### config.mk
export PLATFORM = sky130hd
export DESIGN_NAME = elevator_plant_flat
export DESIGN_NICKNAME = d
export VERILOG_FILES = /design/src/rtl/elevator_plant_if.sv /design/src/rtl/elevator_plant.sv /design/src/flat_wrapper.sv
export SDC_FILE = /design/constraint.sdc
export NUM_CORES = 1
export LEC_CHECK = 0
export CAP_MARGIN = 20
export CORE_MARGIN = 2
export CORE_UTILIZATION = 50
export CTS_CLUSTER_DIAMETER = 100
export CTS_CLUSTER_SIZE = 24
export DETAILED_ROUTE_END_ITERATION = 10
export GPL_TIMING_DRIVEN = 0
export HOLD_SLACK_MARGIN = 0.15
export PLACE_DENSITY_LB_ADDON = 0.08
export SYNTH_ARGS = -nofsm -noshare
export SYNTH_HDL_FRONTEND = slang
export SYNTH_SLANG_ARGS = --single-unit
### constraint.sdc
create_clock -name clk -period 2.45 [get_ports clk]
set_input_delay 0.245 -clock clk [delete_from_list [all_inputs] [get_ports clk]]
set_output_delay 0.245 -clock clk [all_outputs]
set_load 0.01 [all_outputs]
### src/rtl/elevator_plant_if.sv
// rtl/elevator_plant_if.sv - actuator/sensor bundle between controller (master) and plant (slave)
interface elevator_plant_if;
  logic [1:0] motor;
  logic [1:0] puertas;
  logic       obstaculo;
  logic       cambio_piso;
  logic [1:0] estado_puertas;
  logic       sensor_puertas;
  logic [1:0] piso;
  logic       interlock_fault;
  logic       overtravel_fault;
  logic       cmd_fault;

  modport master (
    output motor, puertas, obstaculo,
    input  cambio_piso, estado_puertas, sensor_puertas, piso,
           interlock_fault, overtravel_fault, cmd_fault
  );
  modport slave (
    input  motor, puertas, obstaculo,
    output cambio_piso, estado_puertas, sensor_puertas, piso,
           interlock_fault, overtravel_fault, cmd_fault
  );
endinterface

### src/rtl/elevator_plant.sv
// rtl/elevator_plant.sv - cabin and door plant model answering motor/puertas commands
module elevator_plant #(
  parameter int FLOOR_TICKS = 8,
  parameter int DOOR_TICKS  = 4,
  parameter int INIT_FLOOR  = 0
) (
  input  logic             clk,
  input  logic             rst_n,
  elevator_plant_if.slave  bus
);
  localparam int TW = $clog2(FLOOR_TICKS + 1);
  localparam int DW = $clog2(DOOR_TICKS);

  typedef enum logic [1:0] {M_IDLE, M_UP, M_DOWN} mot_t;
  typedef enum logic [1:0] {
    D_CLOSED = 2'b00, D_OPENING = 2'b01, D_OPEN = 2'b10, D_CLOSING = 2'b11
  } door_t;

  mot_t          mot_q, mot_d;
  door_t         door_q, door_d;
  logic [TW-1:0] trav_q, trav_d;
  logic [DW-1:0] dcnt_q, dcnt_d;
  logic [1:0]    piso_q, piso_d;
  logic          pulse_q, pulse_d;
  logic          sens_q, sens_d;
  logic          il_q, il_d, ov_q, ov_d, cmd_q, cmd_d;

  logic up, dn, p_open, p_close;
  assign up      = (bus.motor == 2'b01);
  assign dn      = (bus.motor == 2'b10);
  assign p_open  = (bus.puertas == 2'b01);
  assign p_close = (bus.puertas == 2'b10);

  always_ff @(posedge clk or negedge rst_n) begin
    if (!rst_n) begin
      mot_q   <= M_IDLE;
      door_q  <= D_CLOSED;
      trav_q  <= '0;
      dcnt_q  <= '0;
      piso_q  <= 2'(INIT_FLOOR);
      pulse_q <= 1'b0;
      sens_q  <= 1'b0;
      il_q    <= 1'b0;
      ov_q    <= 1'b0;
      cmd_q   <= 1'b0;
    end else begin
      mot_q   <= mot_d;
      door_q  <= door_d;
      trav_q  <= trav_d;
      dcnt_q  <= dcnt_d;
      piso_q  <= piso_d;
      pulse_q <= pulse_d;
      sens_q  <= sens_d;
      il_q    <= il_d;
      ov_q    <= ov_d;
      cmd_q   <= cmd_d;
    end
  end

  // Motion: the counter holds consecutive enabled edges in one direction, so a
  // reversal or stop discards progress and the reversal edge counts as the first.
  always_comb begin
    mot_d   = M_IDLE;
    trav_d  = '0;
    piso_d  = piso_q;
    pulse_d = 1'b0;
    if (door_q == D_CLOSED && up && piso_q != 2'd3) begin
      mot_d  = M_UP;
      trav_d = (mot_q == M_UP) ? trav_q + TW'(1) : TW'(1);
    end else if (door_q == D_CLOSED && dn && piso_q != 2'd0) begin
      mot_d  = M_DOWN;
      trav_d = (mot_q == M_DOWN) ? trav_q + TW'(1) : TW'(1);
    end
    if (mot_d != M_IDLE && trav_d == TW'(FLOOR_TICKS)) begin
      trav_d  = '0;
      pulse_d = 1'b1;
      piso_d  = (mot_d == M_UP) ? piso_q + 2'd1 : piso_q - 2'd1;
    end
  end

  always_comb begin
    door_d = door_q;
    dcnt_d = dcnt_q;
    case (door_q)
      D_CLOSED: begin
        if (p_open && !(up || dn)) begin
          door_d = D_OPENING;
          dcnt_d = '0;
        end
      end
      D_OPENING: begin
        if (p_close) begin
          door_d = D_CLOSING;
          dcnt_d = '0;
        end else if (dcnt_q == DW'(DOOR_TICKS - 1)) begin
          door_d = D_OPEN;
          dcnt_d = '0;
        end else begin
          dcnt_d = dcnt_q + DW'(1);
        end
      end
      D_OPEN: begin
        if (p_close && !bus.obstaculo) begin
          door_d = D_CLOSING;
          dcnt_d = '0;
        end
      end
      default: begin
        // Reopening beats stroke completion so an obstacle at the last tick still reopens.
        if (bus.obstaculo || p_open) begin
          door_d = D_OPENING;
          dcnt_d = '0;
        end else if (dcnt_q == DW'(DOOR_TICKS - 1)) begin
          door_d = D_CLOSED;
          dcnt_d = '0;
        end else begin
          dcnt_d = dcnt_q + DW'(1);
        end
      end
    endcase
  end

  always_comb begin
    sens_d = bus.obstaculo && (door_q != D_CLOSED);
    cmd_d  = cmd_q | (bus.motor == 2'b11) | (bus.puertas == 2'b11);
    ov_d   = ov_q | (up && piso_q == 2'd3) | (dn && piso_q == 2'd0);
    il_d   = il_q | ((up || dn) && door_q != D_CLOSED) | (p_open && (up || dn));
  end

  assign bus.cambio_piso      = pulse_q;
  assign bus.estado_puertas   = door_q;
  assign bus.sensor_puertas   = sens_q;
  assign bus.piso             = piso_q;
  assign bus.interlock_fault  = il_q;
  assign bus.overtravel_fault = ov_q;
  assign bus.cmd_fault        = cmd_q;
endmodule

### src/flat_wrapper.sv
// flat-port wrapper written by rule: the top's interface ports become plain ports
module elevator_plant_flat 
#(
  parameter int FLOOR_TICKS = 8,
  parameter int DOOR_TICKS  = 4,
  parameter int INIT_FLOOR  = 0
)
  (clk, rst_n, bus_motor, bus_puertas, bus_obstaculo, bus_cambio_piso, bus_estado_puertas, bus_sensor_puertas, bus_piso, bus_interlock_fault, bus_overtravel_fault, bus_cmd_fault);
  elevator_plant_if bus_i ();
  input  logic clk;
  input  logic rst_n;
  input wire logic [$bits(bus_i.motor)-1:0] bus_motor;
  input wire logic [$bits(bus_i.puertas)-1:0] bus_puertas;
  input wire logic [$bits(bus_i.obstaculo)-1:0] bus_obstaculo;
  output wire logic [$bits(bus_i.cambio_piso)-1:0] bus_cambio_piso;
  output wire logic [$bits(bus_i.estado_puertas)-1:0] bus_estado_puertas;
  output wire logic [$bits(bus_i.sensor_puertas)-1:0] bus_sensor_puertas;
  output wire logic [$bits(bus_i.piso)-1:0] bus_piso;
  output wire logic [$bits(bus_i.interlock_fault)-1:0] bus_interlock_fault;
  output wire logic [$bits(bus_i.overtravel_fault)-1:0] bus_overtravel_fault;
  output wire logic [$bits(bus_i.cmd_fault)-1:0] bus_cmd_fault;
  assign bus_i.motor = bus_motor;
  assign bus_i.puertas = bus_puertas;
  assign bus_i.obstaculo = bus_obstaculo;
  assign bus_cambio_piso = bus_i.cambio_piso;
  assign bus_estado_puertas = bus_i.estado_puertas;
  assign bus_sensor_puertas = bus_i.sensor_puertas;
  assign bus_piso = bus_i.piso;
  assign bus_interlock_fault = bus_i.interlock_fault;
  assign bus_overtravel_fault = bus_i.overtravel_fault;
  assign bus_cmd_fault = bus_i.cmd_fault;
  elevator_plant #(.FLOOR_TICKS(FLOOR_TICKS), .DOOR_TICKS(DOOR_TICKS), .INIT_FLOOR(INIT_FLOOR)) u_core (.clk(clk), .rst_n(rst_n), .bus(bus_i));
endmodule
[After elaboration in Yosys (flattened, before gate mapping)]
Index checks and enable logic that the tools add are counted.
Storage, ports and cells
  input port bits: 7
  output and inout port bits: 9
  logic and storage cells: 84
  flip-flop bits (word level): 17
Cells by class
  add/sub/neg operators: 4
  bitwise logic cells: 6
  multiplexer cells: 22
  reductions and logical operators: 24
  eq/ne operators: 18
Operators with widths (number)
  $mux 2: 14
  $mux 4: 5
  $eq 2x2->1 const B: 8
  $logic_and 1x1->1: 12
  $pmux 2 s3: 2
  $eq 2x1->1 const B: 5
  $or 1x1->1: 6
  $reduce_bool 2->1: 3
  $reduce_bool 5->1: 1
  $add 2x1->2 const B: 2
  $add 4x1->4 const B: 1
  $eq 4x4->1 const B: 1
  $logic_not 2->1: 2
  $ne 2x2->1 const B: 2
  $reduce_and 4->1: 1
  $ne 3x1->1 const B: 1
  $logic_not 1->1: 2
  $logic_or 1x1->1: 2
  $ne 2x1->1 const B: 1
  $reduce_and 2->1: 1
  $sub 2x1->2 const B: 1
  $mux 1: 1

[Longest topological paths before layout]
  depth after elaboration: 8
  depth in mapped cells: 8
  depth with buffers taken out: 8

[Worst setup path after synthesis]
Ideal clock, no wire load.
  kind: flip-flop to flip-flop
  from: reg u_core.door_q[0] (netlist: u_core.bus.estado_puertas[0])
  to: reg u_core.door_q[1] (netlist: u_core.bus.estado_puertas[1])
  slack: 636 ps
  required time: 2322 ps
  arrival time: 1687 ps
  path buffers: 1
  period minus slack after synthesis: 1814 ps
  setup time: 128 ps
  cell stages (with the launch flop): 9
  cells stage by stage: dfrtp_1 -> inv_1 -> ha_1 -> buf_2 -> nor3_1 -> nand2_1 -> a21oi_1 -> or2_1 -> mux2_1
Between the ends
  word-level cells in the longest chain between the ends: 3
  elaborated cells on any way between the ends: 9
  those cells by class: eq/ne (5); mux (1); reduce/logical (3)
RTL lines
  start, declared: RTL line elevator_plant.sv:20  | door_t door_q, door_d;
  start signal, assigned: RTL line elevator_plant.sv:48  | door_q <= door_d;
  $eq 2x1->1 (tied with other cells): RTL line elevator_plant.sv:84  | case (door_q)
  $ne 3x1->1 (no line) (tied with other cells)
  $reduce_and 4->1 (no line)
Several ways; a longest one is shown, not always the timed one.
A chain may end at the register's enable or synchronous reset.

[Worst setup path after layout]
Ends and elaborated chain as after synthesis.

==> impl_metrics.ini <==
[cells_and_area]
finalCoreUtilization_pct = 63.3
layout_commonest_cell = dfrtp_1
antennaDiodeCount = 0
final_cell_area_mm2 = 0.00123
area_growth_pct = 20.6
fillers = 172
final_cell_mix = dfrtp_1, clkdlybuf4s50_1, ha_1
drive_gt1_share_pct = 14.0
fin_nets = 138

[drt]
dr.pass1.iters = 2
ant_nets = 0
vias = 779
wl_per_cell_um = 12.7
avgViaCountPerCell = 5.26
wl_um = 1870
drt_iter0_markers = 1
drc_errors = 0

[setup_path]
critPathMaxFanout = 10
cp_data_arrival_time_ns = 2.16
reg2reg_from = u_core.bus.estado_puertas[0]
crit_start = u_core.bus.estado_puertas[0]
worstSetupPathType = reg2reg
startpoint_type = register
crit_required_ns = 2.63
crit_path_end_kind = register

[grt]
grt_overflow_total = 0
grtUsageTotal_pct = 18.2
first_global_vias = 801
grt_max_degree = 18
grt_first_pass_wirelength_um = 3390
antenna_found_initial = 0

[yosys]
ys_seq_area_share_pct = 41.8
syn-cell-area_mm2 = 0.00102
synth-compound-area-share_pct = 15.1
synth-adder-area-share_pct = 12.2
synthMuxAreaShare_pct = 3.19
postSynthCellCount = 102
synthSimpleGateAreaFrac_pct = 20.4
syn_avg_cell_area_um2 = 9.99
synth_cell_type_count = 38
yosysWarnings = 0
ys_ff_latch = 17
synth_xor_xnor_area_share_pct = 3.44
synth_nets = 118
synth_top_family_by_area = simple AND/OR/NAND/NOR gates

[timing]
setup_ws_ns = 0.472
setup_violations = 0
max_slew_margin_pct = 48.5
slew_viol_final = 0
tightest_slew_ns = 0.770
holdWs_ns = 0.392
grt_setup_unrepaired = no
fin_skew_ns = 0.00187
finalSetupTns_ns = 0
period_share_pct = 80.7
final-hold-violation-count = 0
fmax_ghz = 0.506
finalCriticalPeriod_ns = 1.98

[placement]
place_congestion = 0.853
dp_slack_ns = 0.264
dp_hpwl_um = 1450
post_dp_cell_area_mm2 = 0.00120
portBuffers = 15

[clocking]
postCtsSetupRepairBufs = 0
cts_resized = 0
clk_path_buf_depth = 2
cts.clk_slew.worst_paths_ns = 0.10
cts_made_buffers = 3
cts_hold_buf = 0
cts-root-buf = clkbuf_4
cts_sinks = 17
clock_latency_ns = 0.29
htree_levels = 1
cts_tree = built

[floorplan]
die_area_mm2 = 0.00241
core-area_mm2 = 0.00194
start_util_pct = 52.4
die_x_um = 49.1
fp-row-count = 16
die_h_um = 49.1
io-pin-count = 16

[power]
power_density_mw_per_mm2 = 708
irDropWorstVdd_mv = 0.574
leakagePower_nw = 0.587

[flow_run]
max_cap_violations = 0

[outcome]
status = finished clean

[min_path]
worstHoldPathType = in2async
-- state kept, by name (all words and copies together) (netlist names), 2 cells and up --
signal                     count
u_core.trav_q                  4
u_core.bus.estado_puertas      2
u_core.bus.piso                2
u_core.dcnt_q                  2
u_core.mot_q                   2
-- stage by stage --
stage               power (W)  instances
finish               0.000869        148
floorplan            0.000604        102
detailed placement   0.000728        144
global route         0.000944        148
CTS                  0.000882        148
global placement     0.000710        144
-- cell families (layout without fill, tap and decap cells) --
family | count (synthesis) | count (layout)
AO/OA/AOI/OAI | 21 | 21
XOR/XNOR | 4 | 4
adder cells (fa/ha/maj) | 10 | 10
buffers and inverters | 10 | 29
flip-flops | 17 | 17
multiplexers | 3 | 3
AND/OR/NAND/NOR | 37 | 37
-- area by class of cell --
cell class / count / area [µm²] / share of cell area [%]
multi-input cells: 75 / 553 / 45.0
flip-flops and latches: 17 / 425 / 34.6
repair buffers: 15 / 150 / 12.2
well taps: 27 / 33.8 / 2.75
inverters: 8 / 30.0 / 2.44
clock buffers: 4 / 26.3 / 2.14
plain buffers: 2 / 10.0 / 0.815
-- critical path: stages, from the launching register on --
cell and delay [ns]:
dfrtp_1 0.43, inv_1 0.12, ha_1 0.18, buf_2 0.21, a21oi_1 0.06, a31oi_1 0.36, or2_1 0.20, mux2_1 0.31
-- final timing paths --
kind | endpoint | cells past startpoint | slack, ns
max | u_core.bus.estado_puertas[1] | 7 | 0.47
min in group clk | u_core.bus.cmd_fault | 1 | 0.48
max in group asynchronous | u_core.mot_q[0] | 1 | 1.58
min | u_core.bus.piso[0] | 1 | 0.39
min reg2reg | u_core.bus.cmd_fault | 1 | 0.48
max reg2reg | u_core.bus.estado_puertas[1] | 7 | 0.47
-- Yosys cell counts --
cell type  count  area [µm²]
mux2_1         1        11.3
and2_4         1        8.76
o21bai_1       1        7.51
nand3b_1       2        15.0
or2_1          2        12.5
inv_2          1        3.75
nor3_1         3        15.0
a211o_1        1        8.76
nand2b_1       3        18.8
a221o_2        1        11.3
o2111ai_1      1        8.76
a21oi_1        6        30.0
nor3b_1        1        7.51
and3_2         1        7.51
nand3_1        1        5.00
a2111oi_0      1        8.76
ha_1           9         113
inv_1          7        26.3
nor2b_1        5        31.3
nor2_1         4        15.0
a22o_1         1        8.76
nor4_1         1        6.26
dfrtp_1       17         425
and2_2         2        15.0
maj3_2         1        11.3
nand2_1        8        30.0
buf_2          2        10.0
a31oi_1        2        12.5
xor2_1         2        17.5
a21o_2         2        17.5
o21ai_0        3        15.0
mux2_2         1        11.3
mux2i_1        1        10.0
and3_1         1        6.26
or2_0          1        6.26
xnor2_1        2        17.5
and2b_1        1        7.51
o211ai_2       2        25.0
-- where the power goes --
part           leakage (nW)  internal [W]  switching [W]  total [W]
registers             0.213      0.000321      0.0000353   0.000356
clock network        0.0150     0.0000634      0.0000889   0.000152
logic                 0.359      0.000172       0.000188   0.000361
-- routing by layer --
layer	vias to the layer above	GRT usage, %	part of all wire (%)
met1	375	22.3	46
met5	-	0	0
met3	3	3.99	2.8
li1	390	-	-
met2	11	30.9	50
met4	0	7.14	1.3
Power figures use the tool's default switching activity.
==> variant 1: new RTL, same flow settings <==
Encoding of `mot_t`: now one-hot (3 bits for 3 values).
--- a/src/rtl/elevator_plant.sv
+++ b/src/rtl/elevator_plant.sv
@@ -11,7 +11,7 @@
   localparam int TW = $clog2(FLOOR_TICKS + 1);
   localparam int DW = $clog2(DOOR_TICKS);
 
-  typedef enum logic [1:0] {M_IDLE, M_UP, M_DOWN} mot_t;
+  typedef enum logic [2:0] {M_IDLE = 3'b001, M_UP = 3'b010, M_DOWN = 3'b100} mot_t;
   typedef enum logic [1:0] {
     D_CLOSED = 2'b00, D_OPENING = 2'b01, D_OPEN = 2'b10, D_CLOSING = 2'b11
   } door_t;
Check against the original RTL: same outputs for any inputs over 10 cycles, from zero or initial values and one cycle with rst_n low; not proved beyond that.
==> variant 1 against the unedited design <==
First-iteration DRC count increased to 8.0 times the old value. Count of clock-buffer cells in the layout unchanged. Area after synthesis increased by 1.4%. Core utilization increased by 0.57 points. Routed wire length decreased by 2.0%. Worst hold slack improved by 0.028 ns. Final area increased by 1.9%. Synthesized cell count decreased by 4.9%. Setup slack got worse by 0.15 ns. Power increased by 7.8%. Global-route usage decreased by 1.3 points. Sequential cell count increased by 1. Sequential power increased by 6.2%.
==> variant 1: results (changes against the unedited design) <==
Pwr
  • Sequential Power Share: 40.3% (-0.7 points)
  • Internal Power: 0.619 mW (+11%)
  • Combinational power share: 40.8% (-0.7 points)
  • Maximum vdd drop: 636 uV (+11%)
  • Leak: 0.565 nW (-3.9%)

Detailed routing
  • Max layer used: met3
  • Routed met2 length: 1.01 mm (+6.6%)
  • Routed len/inst: 12.8 um (+1.5%)
  • Metal3 WL: 41 um (-23%)
  • Pre-antenna DRT Iters: 4 (+2)
  • Wl on met1: 790 um (-7.4%)
  • Iteration-0 DRC Markers: 8 (+7)

Critical path
  • CP endpoint: u_core.bus.piso[1]
  • Kind of cell adding the most delay to the critical path: compound AO/OA/AOI/OAI gates
  • WP data arrival: 2.33 ns (+0.17 ns)
  • R2R Setup Slk: 0.32 ns (-0.15 ns)
  • Worst Path Max Fanout: 9 (-1)
  • RR Endpoint: u_core.bus.piso[1]

Timing
  • Slew headroom: 46.0% (-2.5 points)
  • Clk_skew: 0.00672 ns (+0.00484 ns)
  • Final hold slack: 0.420 ns (+0.0279 ns)

Global route
  • Largest net degree at the start of global routing: 19 (+1)
  • First-pass GRT wire length: 3.19 mm (-5.7%)
  • M1 GR Usage: 19.2% (-3.1 points)
  • Met2 global-route usage: 32.0% (+1.1 points)
  • Vias in the first global route: 763 (-4.7%)
  • Gr usage total: 16.8% (-1.3 points)

Logic synthesis
  • Sequential share of the synthesized area: 43.8% (+2.0 points)
  • Yosys reg bits: 18 (+1)
  • Post-Synth Adder-Cell Area: 12.0% (-0.16 points)
  • Commonest cells in the netlist: dfrtp_1, ha_1, inv_1
  • Compound-Gate Fraction of Synth Area: 15.4% (+0.28 points)
  • Area share of xor/xnor cells in the synthesized design: 2.55% (-0.89 points)

Final layout
  • Clk cell area share: 2.90% (+0.76 points)
  • Multi-input comb cells: 67 (-11%)
  • Reg area: 452 um^2 (+6.2%)
  • Non-clock buffer instance count of the final layout: 16 (-1)
  • Layout cells sized above 1: 12.9% (-1.1 points)
  • Fin nets: 133 (-3.6%)

Placed design
  • Post-DP HPWL: 1.45 mm (about the same)

Status
  • Status: finished, final reports clean
[variant 1: cell count changes after synthesis, sizes merged, moves of 2 or more]
| cell | unedited run | this run |
|---|---|---|
| nand3b | 2 | 0 |
| or3 | 0 | 2 |
| nor2b | 5 | 3 |
| inv | 8 | 11 |
| a21oi | 6 | 2 |
| nor4bb | 0 | 2 |
| nand3 | 1 | 3 |
| or2 | 3 | 0 |
| o211ai | 2 | 0 |
| o32ai | 0 | 2 |
| nor3 | 3 | 1 |
| a21o | 2 | 0 |
| a31oi | 2 | 0 |
[variant 1: stage by stage]
step           instance area (um^2)  total power [mW]  cells  setup slack (ns)
4_1_cts                        1250             0.949    143             0.307
2_1_floorplan                  1030             0.646     97             0.435
6_report                       1250             0.937    143             0.321
3_3_place_gp                   1220             0.749    139            0.0228
5_1_grt                        1250              1.02    143             0.210
3_5_place_dp                   1220             0.768    139           0.00776
==> variant 2: new RTL, same settings <==
Without the edit above. `DOOR_TICKS` is set to 4 in 2 places; all go to 8.
--- a/src/rtl/elevator_plant.sv
+++ b/src/rtl/elevator_plant.sv
@@ -1,7 +1,7 @@
 // rtl/elevator_plant.sv - cabin and door plant model answering motor/puertas commands
 module elevator_plant #(
   parameter int FLOOR_TICKS = 8,
-  parameter int DOOR_TICKS  = 4,
+  parameter int DOOR_TICKS  = 8,
   parameter int INIT_FLOOR  = 0
 ) (
   input  logic             clk,
--- a/src/flat_wrapper.sv
+++ b/src/flat_wrapper.sv
@@ -2,7 +2,7 @@
 module elevator_plant_flat 
 #(
   parameter int FLOOR_TICKS = 8,
-  parameter int DOOR_TICKS  = 4,
+  parameter int DOOR_TICKS  = 8,
   parameter int INIT_FLOOR  = 0
 )
   (clk, rst_n, bus_motor, bus_puertas, bus_obstaculo, bus_cambio_piso, bus_estado_puertas, bus_sensor_puertas, bus_piso, bus_interlock_fault, bus_overtravel_fault, bus_cmd_fault);
Function: changed (Yosys sat finds a counterexample within 10 cycles, from zero or initial values and one cycle with rst_n low).
==> variant 2 against the unedited design <==
Via count up 1.9%. Synthesized cell count down 0.98%. Power up 4.2%. Combinational power up 6.6%. Final area up 2.1%. Sequential cell count up 1. Area after synthesis up 2.9%. Routed wire length down 1.9%. Setup slack worse by 0.076 ns. Largest cell class unchanged. Highest routed layer unchanged.
==> variant 2: results (changes against the unedited design) <==
Placed design
  • Post-Place Cell Area: 1230 um^2 (+2.5%)
  • Final GP Congestion: 0.830 (-2.6%)
  • Post-DP HPWL: 1.43 mm (-1.1%)
  • DP Worst Slack: 0.0989 ns (-0.165 ns)

Critical path
  • WP data arrival: 2.23 ns (+0.07 ns)
  • Worst Path Max Fanout: 6 (-4)
  • Setup crit start: bus_motor[1]

Global route
  • First-pass GRT wire length: 3.24 mm (-4.5%)
  • M1 GR Usage: 25.0% (+2.7 points)
  • Met2 global-route usage: 26.0% (-4.9 points)
  • Vias in the first global route: 737 (-8.0%)
  • Gr usage total: 16.8% (-1.4 points)
  • GR Layer Usage met3: 3.03% (-0.96 points)

Final layout
  • Util after Layout: 64.0% (+0.69 points)
  • Layout cells sized above 1: 7.56% (-6.5 points)
  • Fin nets: 138 (unchanged)

Timing
  • Worst-Margin Slew: 0.796 ns (+0.0255 ns)
  • Clk_skew: 0.00425 ns (+0.00238 ns)

Logic synthesis
  • Yosys Warn Count: 0 (unchanged)
  • Sequential share of the synthesized area: 43.0% (+1.2 points)
  • Top area cells in the synthesized netlist: dfrtp_1, ha_1, inv_1
  • Synth async-reset ratio: 100% (unchanged)
  • Commonest cells in the netlist: dfrtp_1, ha_1, inv_1

Detailed routing
  • Iteration-0 DRC Markers: 15 (+14)
  • Via-to-Cell Ratio: 5.44 (+3.3%)
  • Pre-antenna DRT Iters: 4 (+2)
  • Final wirelength: 1.84 mm (-1.9%)

Pwr
  • Sw frac: 35.6% (-0.31 points)
  • Maximum vdd drop: 629 uV (+9.6%)
  • Leak: 0.598 nW (+1.8%)

Clock network
  • Post-CTS Setup Bufs: 0 (unchanged)
  • H-tree levels: 1 (unchanged)

Status
  • Status: finished, final reports clean
==> variant 2: layout make-up <==
cell class,instances,area (um^2)
fill,174,707
multi-input combinational,72,556
sequential,18,450
timing repair buffer,15,150
inverter,10,37.5
tap,27,33.8
clock buffer,3,22.5
buffer,1,5.00
==> variant 2: metrics by stage <==
stage               hold WS (ns)  instances
floorplan                -0.0506        101
global placement           0.452        143
detailed placement         0.450        143
CTS                        0.436        146
global route               0.494        146
finish                     0.415        146
==> variant 2: final timing paths <==
check	endpoint	slack (ns)	depth (start not counted)
setup / recovery	u_core.bus.piso[1]	0.40	9
hold / removal	u_core.bus.cambio_piso	0.41	1
setup reg to reg	u_core.bus.piso[1]	0.42	8
hold reg to reg	u_core.bus.cmd_fault	0.48	1
max in group asynchronous	u_core.bus.estado_puertas[0]	1.54	1
min in group clk	u_core.bus.cmd_fault	0.48	1
==> variant 2: worst max-delay path, stage by stage <==
cell and delay (ns):
clkdlybuf4s50_1 0.45, inv_1 0.08, ha_1 0.27, inv_1 0.09, maj3_1 0.42, a31oi_1 0.27
o211ai_2 0.16, mux2i_1 0.18, nor2_1 0.06
==> variant 2: power by group through the flow <==
stage | clock network [mW] | logic (mW) | registers (mW)
floorplan | 0 | 0.259 | 0.388
global placement | 0 | 0.377 | 0.382
detailed placement | 0 | 0.387 | 0.385
CTS | 0.148 | 0.389 | 0.379
global route | 0.159 | 0.438 | 0.384
finish | 0.143 | 0.385 | 0.379
==> variant 2: kinds of logic (layout without fill, tap and decap cells) <==
kind of cell,after synthesis,count (layout),synth area share [%]
muxes,3,3,3.10
buffers and inverters,11,29,4.06
xor gates and xnor gates,3,3,2.51
AOI/OAI and AO/OA,26,26,17.9
adders and majority gates,11,11,12.9
DFF,18,18,43.0
and+or+nand+nor,29,29,16.6
==> variant 2: layer usage <==
layer | vias up | part of all wire (%) | wire (um)
met5 | - | 0 | 0
met4 | 0 | 0.54 | 10
met3 | 2 | 5.6 | 103
met2 | 27 | 45 | 833
met1 | 370 | 48 | 890
li1 | 395 | - | -
